$ cat config.mk
export PLATFORM = sky130hd
export DESIGN_NAME = pc_counter
export DESIGN_NICKNAME = d
export VERILOG_FILES = /design/src/rtl/pc_counter.sv
export SDC_FILE = /design/constraint.sdc
export NUM_CORES = 1
export LEC_CHECK = 0
export CAP_MARGIN = 20
export CORE_MARGIN = 2
export CORE_UTILIZATION = 39
export CTS_CLUSTER_DIAMETER = 80
export CTS_CLUSTER_SIZE = 10
export DETAILED_ROUTE_END_ITERATION = 10
export HOLD_SLACK_MARGIN = 0.03
export PLACE_DENSITY_LB_ADDON = 0.2
export SLEW_MARGIN = 0
export SYNTH_ARGS = -nofsm -noshare
export SYNTH_HDL_FRONTEND = slang
export SYNTH_HIERARCHICAL = 1
export SYNTH_SLANG_ARGS = --single-unit
export TNS_END_PERCENT = 100
$ cat constraint.sdc
create_clock -name clk -period 1.85 [get_ports clk]
set_input_delay 0.37 -clock clk [delete_from_list [all_inputs] [get_ports clk]]
set_output_delay 0.37 -clock clk [all_outputs]
set_load 0.05 [all_outputs]
$ cat src/rtl/pc_counter.sv
// pc_counter: loadable binary program counter built from cascaded 4-bit
// 74161-style slices. Feeds the address multiplexer 'a' inputs.
// Optional macro PC_SYNC_CLEAR_EN adds the clr_n port, a synchronous clear
// that overrides load and count (74163 behaviour).
// WIDTH must be a multiple of 4; each nibble is one slice.

// One 4-bit counter slice: clear > load > increment > hold.
module pc_counter_slice #(
  parameter logic [3:0] RST_NIB = 4'h0
) (
  input  logic       clk,
  input  logic       rst_n,
  input  logic       clr,
  input  logic       load,
  input  logic       inc,
  input  logic [3:0] d,
  output logic [3:0] q,
  output logic       all_ones
);
  logic [3:0] q_q, q_d;

  // Next-state selection for this nibble.
  always_comb begin
    q_d = q_q;
    if (clr)       q_d = 4'h0;
    else if (load) q_d = d;
    else if (inc)  q_d = q_q + 4'h1;
  end

  // Nibble register, asynchronously reset to its share of RESET_VALUE.
  always_ff @(posedge clk or negedge rst_n) begin
    if (!rst_n) q_q <= RST_NIB;
    else        q_q <= q_d;
  end

  assign q        = q_q;
  assign all_ones = &q_q;
endmodule

module pc_counter #(
  parameter int                WIDTH       = 8,
  parameter logic [WIDTH-1:0]  RESET_VALUE = '0
) (
  input  logic             clk,
  input  logic             rst_n,
`ifdef PC_SYNC_CLEAR_EN
  input  logic             clr_n,
`endif
  input  logic             load_n,
  input  logic             enp,
  input  logic             ent,
  input  logic [WIDTH-1:0] d,
  output logic [WIDTH-1:0] q,
  output logic             rco,
  output logic             ovf
);
  localparam int NUM_SLICES = WIDTH / 4;

  logic                  clr;
  logic                  load;
  logic                  cnt_en;
  logic                  q_max;
  logic [NUM_SLICES-1:0] slice_inc;
  logic [NUM_SLICES-1:0] slice_ones;
  logic                  ovf_q, ovf_d;

`ifdef PC_SYNC_CLEAR_EN
  assign clr = ~clr_n;
`else
  assign clr = 1'b0;
`endif

  assign load   = ~load_n;
  assign cnt_en = enp & ent;
  assign q_max  = &slice_ones;

  // Combinational carry chain: slice k steps only when every lower slice is F,
  // so the full counter advances in a single cycle like a WIDTH-bit adder.
  always_comb begin
    slice_inc[0] = cnt_en;
    for (int k = 1; k < NUM_SLICES; k++)
      slice_inc[k] = slice_inc[k-1] & slice_ones[k-1];
  end

  for (genvar k = 0; k < NUM_SLICES; k++) begin : g_slice
    pc_counter_slice #(
      .RST_NIB (RESET_VALUE[4*k +: 4])
    ) u_slice (
      .clk      (clk),
      .rst_n    (rst_n),
      .clr      (clr),
      .load     (load),
      .inc      (slice_inc[k]),
      .d        (d[4*k +: 4]),
      .q        (q[4*k +: 4]),
      .all_ones (slice_ones[k])
    );
  end

  // Sticky wrap flag: set on a counting edge at all-ones, cleared by load/clear.
  always_comb begin
    ovf_d = ovf_q;
    if (clr || load)          ovf_d = 1'b0;
    else if (cnt_en && q_max) ovf_d = 1'b1;
  end

  // Wrap flag register.
  always_ff @(posedge clk or negedge rst_n) begin
    if (!rst_n) ovf_q <= 1'b0;
    else        ovf_q <= ovf_d;
  end

  // Ripple carry ignores enp so external counters can cascade off it.
  assign rco = ent & q_max;
  assign ovf = ovf_q;
endmodule

==> metrics.txt, run 1 <==
routed len/inst=11.27 um; setup ws final=0.05083 ns; largest net degree at the start of global routing=14; setup tns final=0 ns; most frequent cell after synthesis=dfrtp_1; Synth Warn #=6; TritonCTS clock tree=done; Total Wirelength=1150 um; number of global-route vias before repair=406; first-pass GRT wire length=1669 um; Period Utilization, post-route=0.9725; Pwr Total=0.5119 mW; routed vias/inst=4.569; min cycle time layout=1.799 ns; Final #Nets=103; Area Overhead vs Synth=54.95%; WP data required=1.48 ns; Placer Congestion=0.7129; library cells used by synthesis=18; Worst Skew=0.008307 ns; PD cells=622.7 nW/um2; Num CTS Buffers=3; status=finished, final reports clean; DP HPWL=866.5 um; n_diodes=0; Clk Latency, worst-skew pair=0.26 ns; HP Class=input port to asynchronous set/reset pin; synth top area cells=dfrtp_1 42%, mux2i_1 7.5%, xnor2_1 6.6%, o21a_1 5.7%, ha_1 4.7%; worst hold slack=0.4092 ns; Max Fclk=555.8 MHz; Reg2Reg Depth=6; CP Cell Sequence=ha_2 > and3_1 > and3_2 > buf_12; CP max stage cell=dfrtp_2; CP delay by family, top=simple AND/OR/NAND/NOR gates; FFs w/ async S/R, synth=1.000; maximum fanout along the worst path=4; layout cells sized above 1=0.2299; multi-input logic area=305.3 um2; FF-to-FF Start=g_slice[0].u_slice/q[1]$_DFFE_PN0P_; Iteration-0 DRC Markers=7; r2r setup slk=0.23 ns; CP startpoint kind=flop; Mapped Area=530.5 um2; die outline width=40.88 um; Reg-to-Reg End=g_slice[1].u_slice/q[1]$_DFFE_PN0P_; Clock transition at path regs=0.06 ns; slowest cell delay on critical path=0.42 ns; WP data arrival=1.43 ns; Setup crit end kind=primary output; # IOs=23; global-route congestion overflow total=0; Vert. Die Dim=40.88 um; Final Max Tran Viols=0; register area share after synthesis=0.4245; DR DRC count=0; IO buf count=22; RSZ-0062 raised after global routing=no; H-tree depth=1; Sequential cell area=227.7 um2; Via Count=466; drt first pass iters=3; area share of the largest cell type after synthesis=0.4245; number of synthesized flops with an enable pin=0; LEAKAGE=0.4241 nW; Place WS=0.1157 ns; Avg Inst Size Synth=9.824 um2; synth cell count leaders=9 x dfrtp_1, 5 x inv_1, 5 x nor2_1; Cells after Synth=54; total of max-cap violations=0; WP depth=4; antenna violations before repair=0; Fin. Hold Viols=0; synthesis-stage register bit count=9; Initial Utilization=0.4129; Clock Sink Count=9; crit path kind=flop to primary output; # rows=13; Buffers & Inverters on Critical Path=1; Die Area=1671 um2; Antenna Nets Post-Route=0; Setup crit start=g_slice[0].u_slice/q[1]$_DFFE_PN0P_; number of fill cells in the layout=113; All-Layer GR Usage=0.1600; Root Driver=clkbuf_4; core area=1285 um2; count of final setup violators=0; most area-hungry cell type in the Yosys netlist=dfrtp_1; Max clock buf depth=2; most used flip-flop cell after synthesis=dfrtp_1; Critical Path End=rco; Max VDD drop=0.0003955 V
power by group:
| part | internal (mW) | switching, mW |
|---|---|---|
| Clock | 0.0830 | 0.0676 |
| Sequential | 0.209 | 0.0114 |
| Combinational | 0.0624 | 0.0784 |
routing by layer:
layer,global-route usage,share of wire,up-vias
li1,-,-,246
met1,0.1818,0.47,204
met2,0.2578,0.45,14
met3,0.04891,0.070,2
met4,0.1000,0.0043,0
met5,0,0,-
sequential cells by signal, summed over array words and instances, names as in the netlist:
signal	count
g_slice.u_slice/q	8
ovf	1
cells by family after synthesis:
family                   share of synthesized area
buffers and inverters                      0.05425
multiplexers                                0.1179
XOR/XNOR                                   0.09906
AO/OA/AOI/OAI                               0.1109
flip-flops                                  0.4245
AND/OR/NAND/NOR                             0.1391
adder cells (fa/ha/maj)                    0.04716
other                                     0.007069
final cells by class:
| type | count | share of cell area |
|---|---|---|
| Inverter | 5 | 0.02283 |
| Multi-Input combinational cell | 45 | 0.3714 |
| Clock buffer | 4 | 0.03196 |
| Tap cell | 15 | 0.02283 |
| Sequential cell | 9 | 0.2770 |
| Timing Repair Buffer | 24 | 0.2740 |
cells in the final DEF, fill, tap and decap left out:
| cell | synthesis | routed |
|---|---|---|
| a21oi_1 | 4 | 4 |
| a41oi_1 | 1 | 1 |
| and2_2 | 1 | 1 |
| and3_1 | 2 | 2 |
| and3_2 | 2 | 2 |
| buf_12 | 0 | 1 |
| buf_4 | 0 | 10 |
| clkbuf_1 | 0 | 1 |
| clkbuf_4 | 0 | 3 |
| clkdlybuf4s50_1 | 0 | 13 |
| conb_1 | 1 | 8 |
| dfrtp_1 | 9 | 7 |
| dfrtp_2 | 0 | 2 |
| ha_1 | 2 | 1 |
| ha_2 | 0 | 1 |
| inv_1 | 5 | 5 |
| mux2_1 | 2 | 2 |
| mux2i_1 | 4 | 4 |
| nand2_1 | 2 | 2 |
| nand4_1 | 2 | 2 |
| nor2_1 | 5 | 5 |
| o21a_1 | 4 | 4 |
| xnor2_1 | 4 | 4 |
| xor2_1 | 2 | 2 |
how the worst min path moves through the flow:
stage,to
final,g_slice[1].u_slice/q[0]$_DFFE_PN0P_
after CTS,g_slice[0].u_slice/q[2]$_DFFE_PN0P_
after global placement,ovf$_DFFE_PN0P_
after detailed placement,ovf$_DFFE_PN0P_
after floorplan,g_slice[0].u_slice/q[0]$_DFFE_PN0P_
after global routing,g_slice[0].u_slice/q[3]$_DFFE_PN0P_
what timing repair did:
action                     4_1_cts  5_1_grt
hold buffers                     0        0
resized for setup                0        1
setup endpoints to repair        1        1
buffers inserted                 1        1
stage by stage:
step	utilization	instance area [um2]	cells
2_1_floorplan	-	559.3	61
3_3_place_gp	0.6056	778.2	96
3_5_place_dp	0.6056	778.2	96
4_1_cts	0.6319	812.0	101
5_1_grt	0.6397	822.0	102
6_report	0.6397	822.0	102
No activity file was read; power rests on OpenSTA's default activity.
==> inputs of run 2 (changes only) <==
- ABC_AREA: default -> 1
- CORE_UTILIZATION: 39 -> 41
==> metrics.txt, run 2 <==
CP max stage cell=clkdlybuf4s50_1; WP depth=1; # rows=13; total of max-cap violations=0; n_diodes=0; Place WS=0.2298 ns; Period Utilization, post-route=0.9578; Max clock buf depth=2; Via Count=601; routed len/inst=11.20 um; register area share after synthesis=0.3863; number of fill cells in the layout=101; status=finished, final reports clean; Worst Skew=0.002214 ns; H-tree depth=1; Setup crit end kind=primary output; most used flip-flop cell after synthesis=dfrtp_1; Max Fclk=564.3 MHz; max reg flops=8; Iteration-0 DRC Markers=4; final std cells w/o fill=128; # IOs=23; Avg Inst Size Synth=7.198 um2; All-Layer GR Usage=0.1727; Num CTS Buffers=3; most frequent cells in the layout=21 x nand2_1, 13 x clkdlybuf4s50_1, 11 x buf_4; synth top area cells=dfrtp_1 39%, nand2_1 14%, o21ai_1 8.6%, nor2_1 8.4%, ha_1 4.3%; setup ws final=0.07799 ns; slowest cell delay on critical path=0.80 ns; count of final setup violators=0; Cells after Synth=81; Max VDD drop=0.0004073 V; IO buf count=22; Synth Warn #=6; Final Max Tran Viols=0; most frequent cell after synthesis=nand2_1; largest net degree at the start of global routing=12; layout cells sized above 1=0.2832; WP data arrival=1.40 ns; CP delay by family, top=buffers and inverters; Reg-to-Reg End=g_slice[1].u_slice/q[2]$_DFFE_PN0P_; Placed Cells=121; WP data required=1.48 ns; multi-input logic area=369.1 um2; Mapped Area=583.1 um2; synth cell count leaders=22 x nand2_1, 13 x nor2_1, 10 x o21ai_1; Antenna Nets Post-Route=0; crit path kind=flop to primary output; Clock Sink Count=9; drt first pass iters=4; TritonCTS clock tree=done; FFs w/ async S/R, synth=1.000; Placer Congestion=0.9027; routed vias/inst=4.695; PD cells=626.4 nW/um2; CP startpoint kind=flop; Die Area=1740 um2; first-pass GRT wire length=2318 um; Clock transition at path regs=0.07 ns; cts hold-fix bufs=0; library cells used by synthesis=15; DP HPWL=1026 um; DR DRC count=0; Reg2Reg Depth=9; min cycle time layout=1.772 ns; global-route congestion overflow total=0; Total Wirelength=1433 um; synthesis-stage register bit count=9; Vert. Die Dim=41.71 um; Initial Utilization=0.4425; r2r setup slk=0.39 ns; Area Overhead vs Synth=55.36%; Clk Latency, worst-skew pair=0.26 ns; Root Driver=clkbuf_4; number of synthesized flops with an enable pin=0; CP Cell Sequence=clkdlybuf4s50_1; Fin. Hold Viols=0; die outline width=41.71 um; Sequential cell area=229.0 um2; Final #Nets=129; most area-hungry cell type in the Yosys netlist=dfrtp_1; HP Class=input port to asynchronous set/reset pin; antenna violations before repair=0; number of global-route vias before repair=555; LEAKAGE=0.4258 nW; FF-to-FF Start=g_slice[0].u_slice/q[0]$_DFFE_PN0P_; area share of the largest cell type after synthesis=0.3863; Buffers & Inverters on Critical Path=1; maximum fanout along the worst path=2; core area=1318 um2; commonest non-fill, non-tap cell in the layout=nand2_1
run 2: worst register-to-register path, delay by kind of cell, from the launching register on:
kind	cells	cell delay, ns
buf+inv	1	0.05
flops	1	0.43
compound gates	2	0.19
simple gates	5	0.57
fa+ha+maj	1	0.15
run 2: routing by layer:
metal,global-route usage,part of all wire,wire [um]
met5,0,0,0
met2,0.2875,0.47,667
met4,0.05806,0,0
met3,0.04348,0.035,50
met1,0.2164,0.50,715
run 2: logic make-up (layout without fill, tap and decap cells):
logic type / Yosys count / in the layout / share of synthesized area
and+or+nand+nor: 47 / 47 / 0.3584
AOI/OAI and AO/OA: 12 / 12 / 0.1245
DFF: 9 / 9 / 0.3863
buffers and inverters: 8 / 37 / 0.05150
adders and majority gates: 2 / 2 / 0.04291
xor gates and xnor gates: 2 / 2 / 0.03005
other: 1 / 4 / 0.006432
run 2: through the flow:
step / setup TNS [ns] / util / total power, mW / area [um2] / hold WS [ns]
detailed placement: 0 / 0.6325 / 0.3955 / 833.3 / 0.4871
finish: 0 / 0.6876 / 0.5674 / 905.9 / 0.4109
global route: -0.01964 / 0.6876 / 0.6007 / 905.9 / 0.4340
global placement: 0 / 0.6325 / 0.3943 / 833.3 / 0.4850
floorplan: 0 / - / 0.3300 / 604.3 / 0.07441
CTS: 0 / 0.6524 / 0.5584 / 859.6 / 0.4139
run 2: final cells by class:
class                           count  area share
Multi-Input combinational cell     67      0.4075
Timing Repair Buffer               25      0.2569
Sequential cell                     9      0.2528
Inverter                            8     0.03315
Clock buffer                        4     0.02901
Tap cell                           15     0.02072
run 2: how the worst max path moves through the flow:
stage                                                    from                                   to
after floorplan           g_slice[1].u_slice/q[0]$_DFFE_PN0P_                                  rco
after global routing      g_slice[0].u_slice/q[0]$_DFFE_PN0P_                                  rco
after detailed placement                               load_n  g_slice[1].u_slice/q[2]$_DFFE_PN0P_
after global placement                                 load_n  g_slice[1].u_slice/q[2]$_DFFE_PN0P_
final                                         ovf$_DFFE_PN0P_                                  ovf
after CTS                 g_slice[0].u_slice/q[0]$_DFFE_PN0P_                                  rco
run 2: where the power goes:
| part | internal (mW) | switching (mW) |
|---|---|---|
| Sequential | 0.211 | 0.0211 |
| Combinational | 0.0725 | 0.103 |
| Clock | 0.0833 | 0.0768 |
| Total | 0.367 | 0.200 |
run 2: repair_timing:
action	in CTS	in global routing
endpoints found under the setup margin	0	1
setup buffers	0	3
hold endpoints to repair	0	0
resized for setup	0	7
